## config.mk

```make
export PLATFORM = sky130hd
export DESIGN_NAME = spi_mem_loader
export DESIGN_NICKNAME = d
export VERILOG_FILES = /design/src/rtl/spi_mem_loader.sv
export SDC_FILE = /design/constraint.sdc
export NUM_CORES = 1
export LEC_CHECK = 0
export ABC_AREA = 1
export CAP_MARGIN = 20
export CELL_PAD_IN_SITES_DETAIL_PLACEMENT = 2
export CELL_PAD_IN_SITES_GLOBAL_PLACEMENT = 2
export CORE_ASPECT_RATIO = 0.75
export CORE_MARGIN = 2
export CORE_UTILIZATION = 36
export CTS_CLUSTER_DIAMETER = 200
export DETAILED_ROUTE_END_ITERATION = 16
export PLACE_DENSITY = 0.91
export SKIP_LAST_GASP = 1
export SLEW_MARGIN = 30
export SYNTH_ARGS = -nofsm -noshare
export SYNTH_HDL_FRONTEND = slang
export SYNTH_SLANG_ARGS = --single-unit
```

## constraint.sdc

```tcl
create_clock -name clk -period 7.5 [get_ports clk]
set_input_delay 1.875 -clock clk [delete_from_list [all_inputs] [get_ports clk]]
set_output_delay 1.875 -clock clk [all_outputs]
set_load 0.1 [all_outputs]
```

## src/rtl/spi_mem_loader.sv

```systemverilog
// SPI slave front-end that loads the display frame memory.
// Oversamples SCLK/SS/MOSI in the clk domain, supports all four SPI modes,
// a configurable word width and an optional address-header word. Each
// completed data word becomes a one-cycle memory write at an auto-incrementing,
// wrapping address; MISO echoes the previously received word.
//
// Ports:
//   clk, rst     system clock, asynchronous active-high reset
//   spi_sclk     SPI clock (asynchronous)
//   spi_ss       SPI slave select, active low (asynchronous)
//   spi_mosi     SPI data in, MSB first
//   spi_miso     SPI data out, MSB first; 0 while SS is high
//   mem_we       one-cycle write strobe
//   mem_addr     write address, valid with mem_we
//   mem_wdata    write data, valid with mem_we
//   frame_done   one-cycle pulse when SS ends an active frame
//   word_count   data words written in the last frame (saturating)
//   err_partial  sticky: last frame ended mid-word; cleared at next frame start
module spi_mem_loader #(
  parameter int unsigned DATA_WIDTH  = 8,
  parameter int unsigned ADDR_WIDTH  = 10,
  parameter bit          CPOL        = 1'b0,
  parameter bit          CPHA        = 1'b0,
  parameter bit          ADDR_HEADER = 1'b0
) (
  input  logic                  clk,
  input  logic                  rst,
  input  logic                  spi_sclk,
  input  logic                  spi_ss,
  input  logic                  spi_mosi,
  output logic                  spi_miso,
  output logic                  mem_we,
  output logic [ADDR_WIDTH-1:0] mem_addr,
  output logic [DATA_WIDTH-1:0] mem_wdata,
  output logic                  frame_done,
  output logic [15:0]           word_count,
  output logic                  err_partial
);

  localparam int unsigned      CNT_W       = (DATA_WIDTH > 1) ? $clog2(DATA_WIDTH) : 1;
  localparam logic [CNT_W-1:0] LAST_BIT    = CNT_W'(DATA_WIDTH - 1);
  localparam bit               SAMPLE_RISE = (CPOL == CPHA);

  typedef enum logic [1:0] {
    WAIT_IDLE,
    IDLE,
    HEADER,
    DATA
  } state_t;

  state_t state, state_nxt;

  // Synchronisers; the third SCLK stage is the edge-detect reference
  logic [2:0] sclk_q;
  logic [1:0] ss_q;
  logic [1:0] mosi_q;

  logic sclk_s2, sclk_s3, ss_s, mosi_s;
  logic rise_c, fall_c, sample_c, shift_c;

  // Datapath state
  logic [DATA_WIDTH-1:0] shift_q;
  logic [DATA_WIDTH-1:0] miso_sr;
  logic [DATA_WIDTH-1:0] echo_q;
  logic [ADDR_WIDTH-1:0] addr_q;
  logic [CNT_W-1:0]      bit_cnt;
  logic [DATA_WIDTH-1:0] word_c;

  // FSM decisions
  logic active_c, last_c, start_c, hdr_load_c, wr_c, end_c, err_c;

  // Synchroniser chain; SCLK resets to its idle level so reset release
  // cannot fake an edge, SS resets low so WAIT_IDLE needs a real SS high
  always_ff @(posedge clk or posedge rst) begin
    if (rst) begin
      sclk_q <= {3{CPOL}};
      ss_q   <= 2'b00;
      mosi_q <= 2'b00;
    end else begin
      sclk_q <= {sclk_q[1:0], spi_sclk};
      ss_q   <= {ss_q[0], spi_ss};
      mosi_q <= {mosi_q[0], spi_mosi};
    end
  end

  assign sclk_s2  = sclk_q[1];
  assign sclk_s3  = sclk_q[2];
  assign ss_s     = ss_q[1];
  assign mosi_s   = mosi_q[1];
  assign rise_c   = sclk_s2 & ~sclk_s3;
  assign fall_c   = ~sclk_s2 & sclk_s3;
  assign sample_c = SAMPLE_RISE ? rise_c : fall_c;
  assign shift_c  = SAMPLE_RISE ? fall_c : rise_c;

  assign word_c   = {shift_q[DATA_WIDTH-2:0], mosi_s};
  assign active_c = (state == HEADER) || (state == DATA);
  assign last_c   = sample_c && (bit_cnt == LAST_BIT);

  // State register
  always_ff @(posedge clk or posedge rst) begin
    if (rst) begin
      state <= WAIT_IDLE;
    end else begin
      state <= state_nxt;
    end
  end

  // Next-state and control decode; an SS rise in the same cycle as the last
  // sample still completes the word before the frame closes
  always_comb begin
    state_nxt  = state;
    start_c    = 1'b0;
    hdr_load_c = 1'b0;
    wr_c       = 1'b0;
    end_c      = 1'b0;
    err_c      = 1'b0;
    case (state)
      WAIT_IDLE: begin
        if (ss_s) begin
          state_nxt = IDLE;
        end
      end
      IDLE: begin
        if (!ss_s) begin
          start_c   = 1'b1;
          state_nxt = ADDR_HEADER ? HEADER : DATA;
        end
      end
      HEADER: begin
        if (last_c) begin
          hdr_load_c = 1'b1;
          state_nxt  = DATA;
        end
        if (ss_s) begin
          end_c     = 1'b1;
          err_c     = !last_c && ((bit_cnt != '0) || sample_c);
          state_nxt = IDLE;
        end
      end
      DATA: begin
        wr_c = last_c;
        if (ss_s) begin
          end_c     = 1'b1;
          err_c     = !last_c && ((bit_cnt != '0) || sample_c);
          state_nxt = IDLE;
        end
      end
      default: begin
        state_nxt = WAIT_IDLE;
      end
    endcase
  end

  // Receive/transmit datapath and registered outputs
  always_ff @(posedge clk or posedge rst) begin
    if (rst) begin
      shift_q     <= '0;
      miso_sr     <= '0;
      echo_q      <= '0;
      addr_q      <= '0;
      bit_cnt     <= '0;
      spi_miso    <= 1'b0;
      mem_we      <= 1'b0;
      mem_addr    <= '0;
      mem_wdata   <= '0;
      frame_done  <= 1'b0;
      word_count  <= '0;
      err_partial <= 1'b0;
    end else begin
      mem_we     <= wr_c;
      frame_done <= end_c;
      if (start_c) begin
        err_partial <= 1'b0;
        bit_cnt     <= '0;
        word_count  <= '0;
        addr_q      <= '0;
        shift_q     <= '0;
        miso_sr     <= echo_q;
        // CPHA=0 hosts sample the first bit before any SCLK edge
        if (CPHA) begin
          spi_miso <= 1'b0;
        end else begin
          spi_miso <= echo_q[DATA_WIDTH-1];
        end
      end else if (active_c) begin
        if (sample_c) begin
          shift_q <= word_c;
          bit_cnt <= last_c ? '0 : bit_cnt + CNT_W'(1);
        end
        if (hdr_load_c) begin
          addr_q <= ADDR_WIDTH'(word_c);
        end
        if (wr_c) begin
          mem_addr  <= addr_q;
          mem_wdata <= word_c;
          addr_q    <= addr_q + ADDR_WIDTH'(1);
          echo_q    <= word_c;
          miso_sr   <= word_c;
          if (word_count != 16'hFFFF) begin
            word_count <= word_count + 16'd1;
          end
          if (!CPHA) begin
            spi_miso <= word_c[DATA_WIDTH-1];
          end
        end else if (shift_c && !ss_s) begin
          if (CPHA) begin
            // Leading edge presents the next bit
            spi_miso <= miso_sr[DATA_WIDTH-1];
            miso_sr  <= {miso_sr[DATA_WIDTH-2:0], 1'b0};
          end else if (bit_cnt != '0) begin
            // Trailing edge after a word's last bit must keep the reloaded MSB
            spi_miso <= miso_sr[DATA_WIDTH-2];
            miso_sr  <= {miso_sr[DATA_WIDTH-2:0], 1'b0};
          end
        end
        if (end_c) begin
          err_partial <= err_c;
          spi_miso    <= 1'b0;
        end
      end else begin
        spi_miso <= 1'b0;
      end
    end
  end

endmodule

```

Word-level counts from Yosys, hierarchy flattened
Index checks and enable logic that the tools add are counted.
W data, S select, Z words.
{"block": "word_totals", "word_cells": 103, "register_bits": 74, "input_bits": 5, "out_inout_bits": 38}
{"block": "classes", "addsub": 3, "eq_ne": 10, "bitwise_logic": 5, "n_mux": 43, "n_reduce_logical": 27}
{"op": "$mux W16", "n": 4}
{"op": "$mux W7", "n": 8}
{"op": "$mux W10", "n": 4}
{"op": "$mux W1", "n": 18}
{"op": "$add A16 B1 Y16 const B", "n": 1}
{"op": "$ne A16 B16 Y1 const B", "n": 1}
{"op": "$mux W3", "n": 4}
{"op": "$reduce_and A3 Y1", "n": 4}
{"op": "$reduce_bool A3 Y1", "n": 4}
{"op": "$add A10 B1 Y10 const B", "n": 1}
{"op": "$ne A5 B1 Y1 const B", "n": 2}
{"op": "$reduce_bool A2 Y1", "n": 5}
{"op": "$mux W2", "n": 4}
{"op": "$reduce_and A2 Y1", "n": 4}
{"op": "$pmux W2 S3", "n": 1}
{"op": "$eq A2 B2 Y1 const B", "n": 2}
{"op": "$reduce_or A2 Y1", "n": 2}
{"op": "$add A3 B1 Y3 const B", "n": 1}
{"op": "$eq A3 B3 Y1 const B", "n": 1}
{"op": "$logic_and A1 B1 Y1", "n": 3}
{"op": "$ne A3 B3 Y1 const B", "n": 1}
{"op": "$not A1 Y1", "n": 3}
{"op": "$and A1 B1 Y1", "n": 2}
{"op": "$eq A2 B1 Y1 const B", "n": 1}
{"op": "other kinds (5)", "n": 7}

Logic depth before layout (Yosys ltp)
{"block": "logic_depth", "ltp_word": 10, "depth_mapped": 12, "depth_no_buf": 12}

Least setup slack after synthesis
No wires, ideal clock.
{"block": "synth_timing", "kind": "reg-to-output", "start": "reg word_count[0]", "end": "out word_count[0]", "t_arrival_ns": 0.970, "required_time_ns": 5.625, "setup_slack_ns": 4.655, "path_stages_with_launch": 1, "cell_sequence": "dfrtp_1"}
{"element": "start, declared", "line_no": "36", "source": "output logic [15:0] word_count,"}
{"element": "start signal, assigned", "line_no": "200", "source": "word_count <= word_count + 16'd1;"}
No word-level cell between the ends.

Worst setup path in the final report
{"block": "layout_timing", "start": "reg word_count[0]", "end": "out word_count[0]"}
No word-level cell between the ends.

==> flow_summary.toml <==
[global_route]
antenna_found_initial = 0
track_usage_pct = 22.7
grt_pass1_wl_um = 19400
grt_max_degree = 75
grt_pass1_vias = 3755
overflow = 0

[power]
p_per_area_nw_per_um2 = 237
cellLeakagePower_nw = 2.06
ir_worst_vdd_uv = 181

[die]
core-area_um2 = 9810
die_y_um = 91.7
start_util_pct = 37.6
die_area_um2 = 11100
num_io_pins = 43
rows = 31
die_width_um = 121

[placement]
pre_cts_ws_ps = 3980
gp_congestion = 0.811
numPortBuffers = 42
dp.cells = 627
dpl.hpwl_um = 8480
placed_area_um2 = 4230

[critical_path]
worst_path_max_delay_cell = "clkdlybuf4s50_1"
crit_buf_inv = 1
cp_cell_sequence = "clkdlybuf4s50_1"
path_delay_family = "buffers and inverters"
max_stage_delay_ps = 1200
r2r_slack_ps = 5050
worst-path-max-fanout = 7
cp.arrival_ps = 2020
cp-end-kind = "output port"
cp-start-kind = "flip-flop"
crit_required_ps = 5620
critical_path_class = "reg -> out"

[cts]
post-cts-setup-buffer-count = 0
numCtsBuffers = 9
tritoncts = "built"
clk_path_buf_depth = 2
htreeDepth = 3
postCtsHoldBufs = 0
path_clk_slew_ps = 60
post_cts_resize_count = 0
clkSinkCount = 74
insertion_delay_ps = 340
root_buffer = "clkbuf_16"

[drt]
drc = 0
wire_per_inst_um = 18.2
ant_nets = 0
drt_wl_total_um = 11700
drt_iter0_markers = 111
drt_first_pass_iters = 4
avgViaCountPerCell = 5.10
vias = 3278

[yosys]
syn-cell-area_um2 = 3690
synth-seq-cells = 74
yosysUniqueCellTypes = 32
postSynthNetCount = 473
syn_inst = 460
ys_warn_count = 0
ys_seq_area_share_pct = 50.2
postSynthAreaPerCell_um2 = 8.03

[flow_run]
drv_cap = 0

[sta]
setup_slack_ps = 3610
skew_ps = 7.31
setup_viol = 0
post-route-period-util_pct = 51.9
fmax_mhz = 257
fin_crit_ps = 3890
worst_pin_slew_ps = 1000
hold_violations = 0
slew_viol_final = 0
fin_tns_setup_ps = 0
rsz0062_at_grt = "no"
slew_headroom_pct = 33.0

[finish]
antenna-diode-count = 0
finalInstanceArea_um2 = 4500
area_growth_pct = 21.8
multiInputGateArea_um2 = 1570
nFillCells = 1119
layout_commonest_cell = "nand2_1"
drive_above_1_share_pct = 8.41
fin_nets = 519
finalNonFillerCells = 643
mostFrequentLayoutCells = "150 x nand2_1, 74 x dfrtp_1, 49 x inv_1"
regArea_um2 = 1850

[hold_path]
hold_class = "reg -> reg"

[outcome]
outcome = "completed"
-- state kept, by name, indices dropped and copies added (netlist names) --
| name | count |
|---|---|
| sclk_q | 3 |
| addr_q | 10 |
| frame_done | 1 |
| err_partial | 1 |
| mem_we | 1 |
| bit_cnt | 3 |
| state | 2 |
| ss_q | 2 |
| spi_miso | 1 |
| word_count | 16 |
| mem_addr | 10 |
| miso_sr | 7 |
| echo_q | 8 |
| mosi_q | 2 |
| shift_q | 7 |
-- layout make-up --
| class | count | share of cell area [%] |
|---|---|---|
| clock buffer | 13 | 5.56 |
| inverter | 57 | 4.76 |
| multi-input combinational | 321 | 34.9 |
| timing repair buffer | 43 | 9.60 |
| tap | 132 | 3.67 |
| clock inverter | 3 | 0.334 |
| sequential | 74 | 41.2 |
-- cell usage after synthesis (all sizes together) --
master,number,area (µm²)
nand2,156,606
dfrtp,74,1850
inv,57,214
o21ai,51,278
nor2,39,171
nand3,27,145
a21oi,8,40.0
ha,8,100
xor2,8,70.1
buf,7,52.5
nand4,6,37.5
nor3,5,25.0
o22ai,3,18.8
a22oi,2,15.0
xnor2,2,17.5
a21boi,1,7.51
a32o,1,10.0
clkbuf,1,3.75
o211ai,1,7.51
o21bai,1,7.51
o31ai,1,7.51
or2,1,6.26
-- power by group --
| part | total (mW) | switching, mW | internal [mW] |
|---|---|---|---|
| sequential | 0.440 | 0.0162 | 0.424 |
| clock | 0.396 | 0.164 | 0.232 |
| combinational | 0.232 | 0.179 | 0.0524 |
| total | 1.07 | 0.360 | 0.708 |
-- cells by family after synthesis --
family / Yosys count / synth area share (%)
and+or+nand+nor: 234 / 26.8
DFF: 74 / 50.2
AOI/OAI and AO/OA: 69 / 10.6
buffers and inverters: 65 / 7.32
xor gates and xnor gates: 10 / 2.37
adders and majority gates: 8 / 2.71
-- worst paths after layout --
kind / to / start / depth (start not counted)
hold reg to reg: ss_q[1] / ss_q[0] / 0
hold / removal: ss_q[1] / ss_q[0] / 0
min in group asynchronous: addr_q[8] / rst / 3
max in group asynchronous: state[1] / rst / 3
setup reg to reg: miso_sr[6] / bit_cnt[0] / 12
setup / recovery: word_count[0] / word_count[0] / 1
-- metal layers --
metal	vias up	track usage [%]	part of all wire, %
met3	14	4.91	3.3
li1	1551	-	-
met1	1649	29.0	45
met5	-	0	0
met4	0	7.27	1.3
met2	64	38.2	50
-- per-stage QoR --
| stage | hold WS (ps) | util (%) | total power [mW] |
|---|---|---|---|
| 6_report | 356 | 45.8 | 1.07 |
| 3_5_place_dp | 345 | 43.1 | 0.679 |
| 5_1_grt | 371 | 45.8 | 1.12 |
| 2_1_floorplan | 331 | - | 0.610 |
| 4_1_cts | 358 | 45.8 | 1.09 |
| 3_3_place_gp | 334 | 43.1 | 0.660 |
Power figures use the tool's default switching activity.
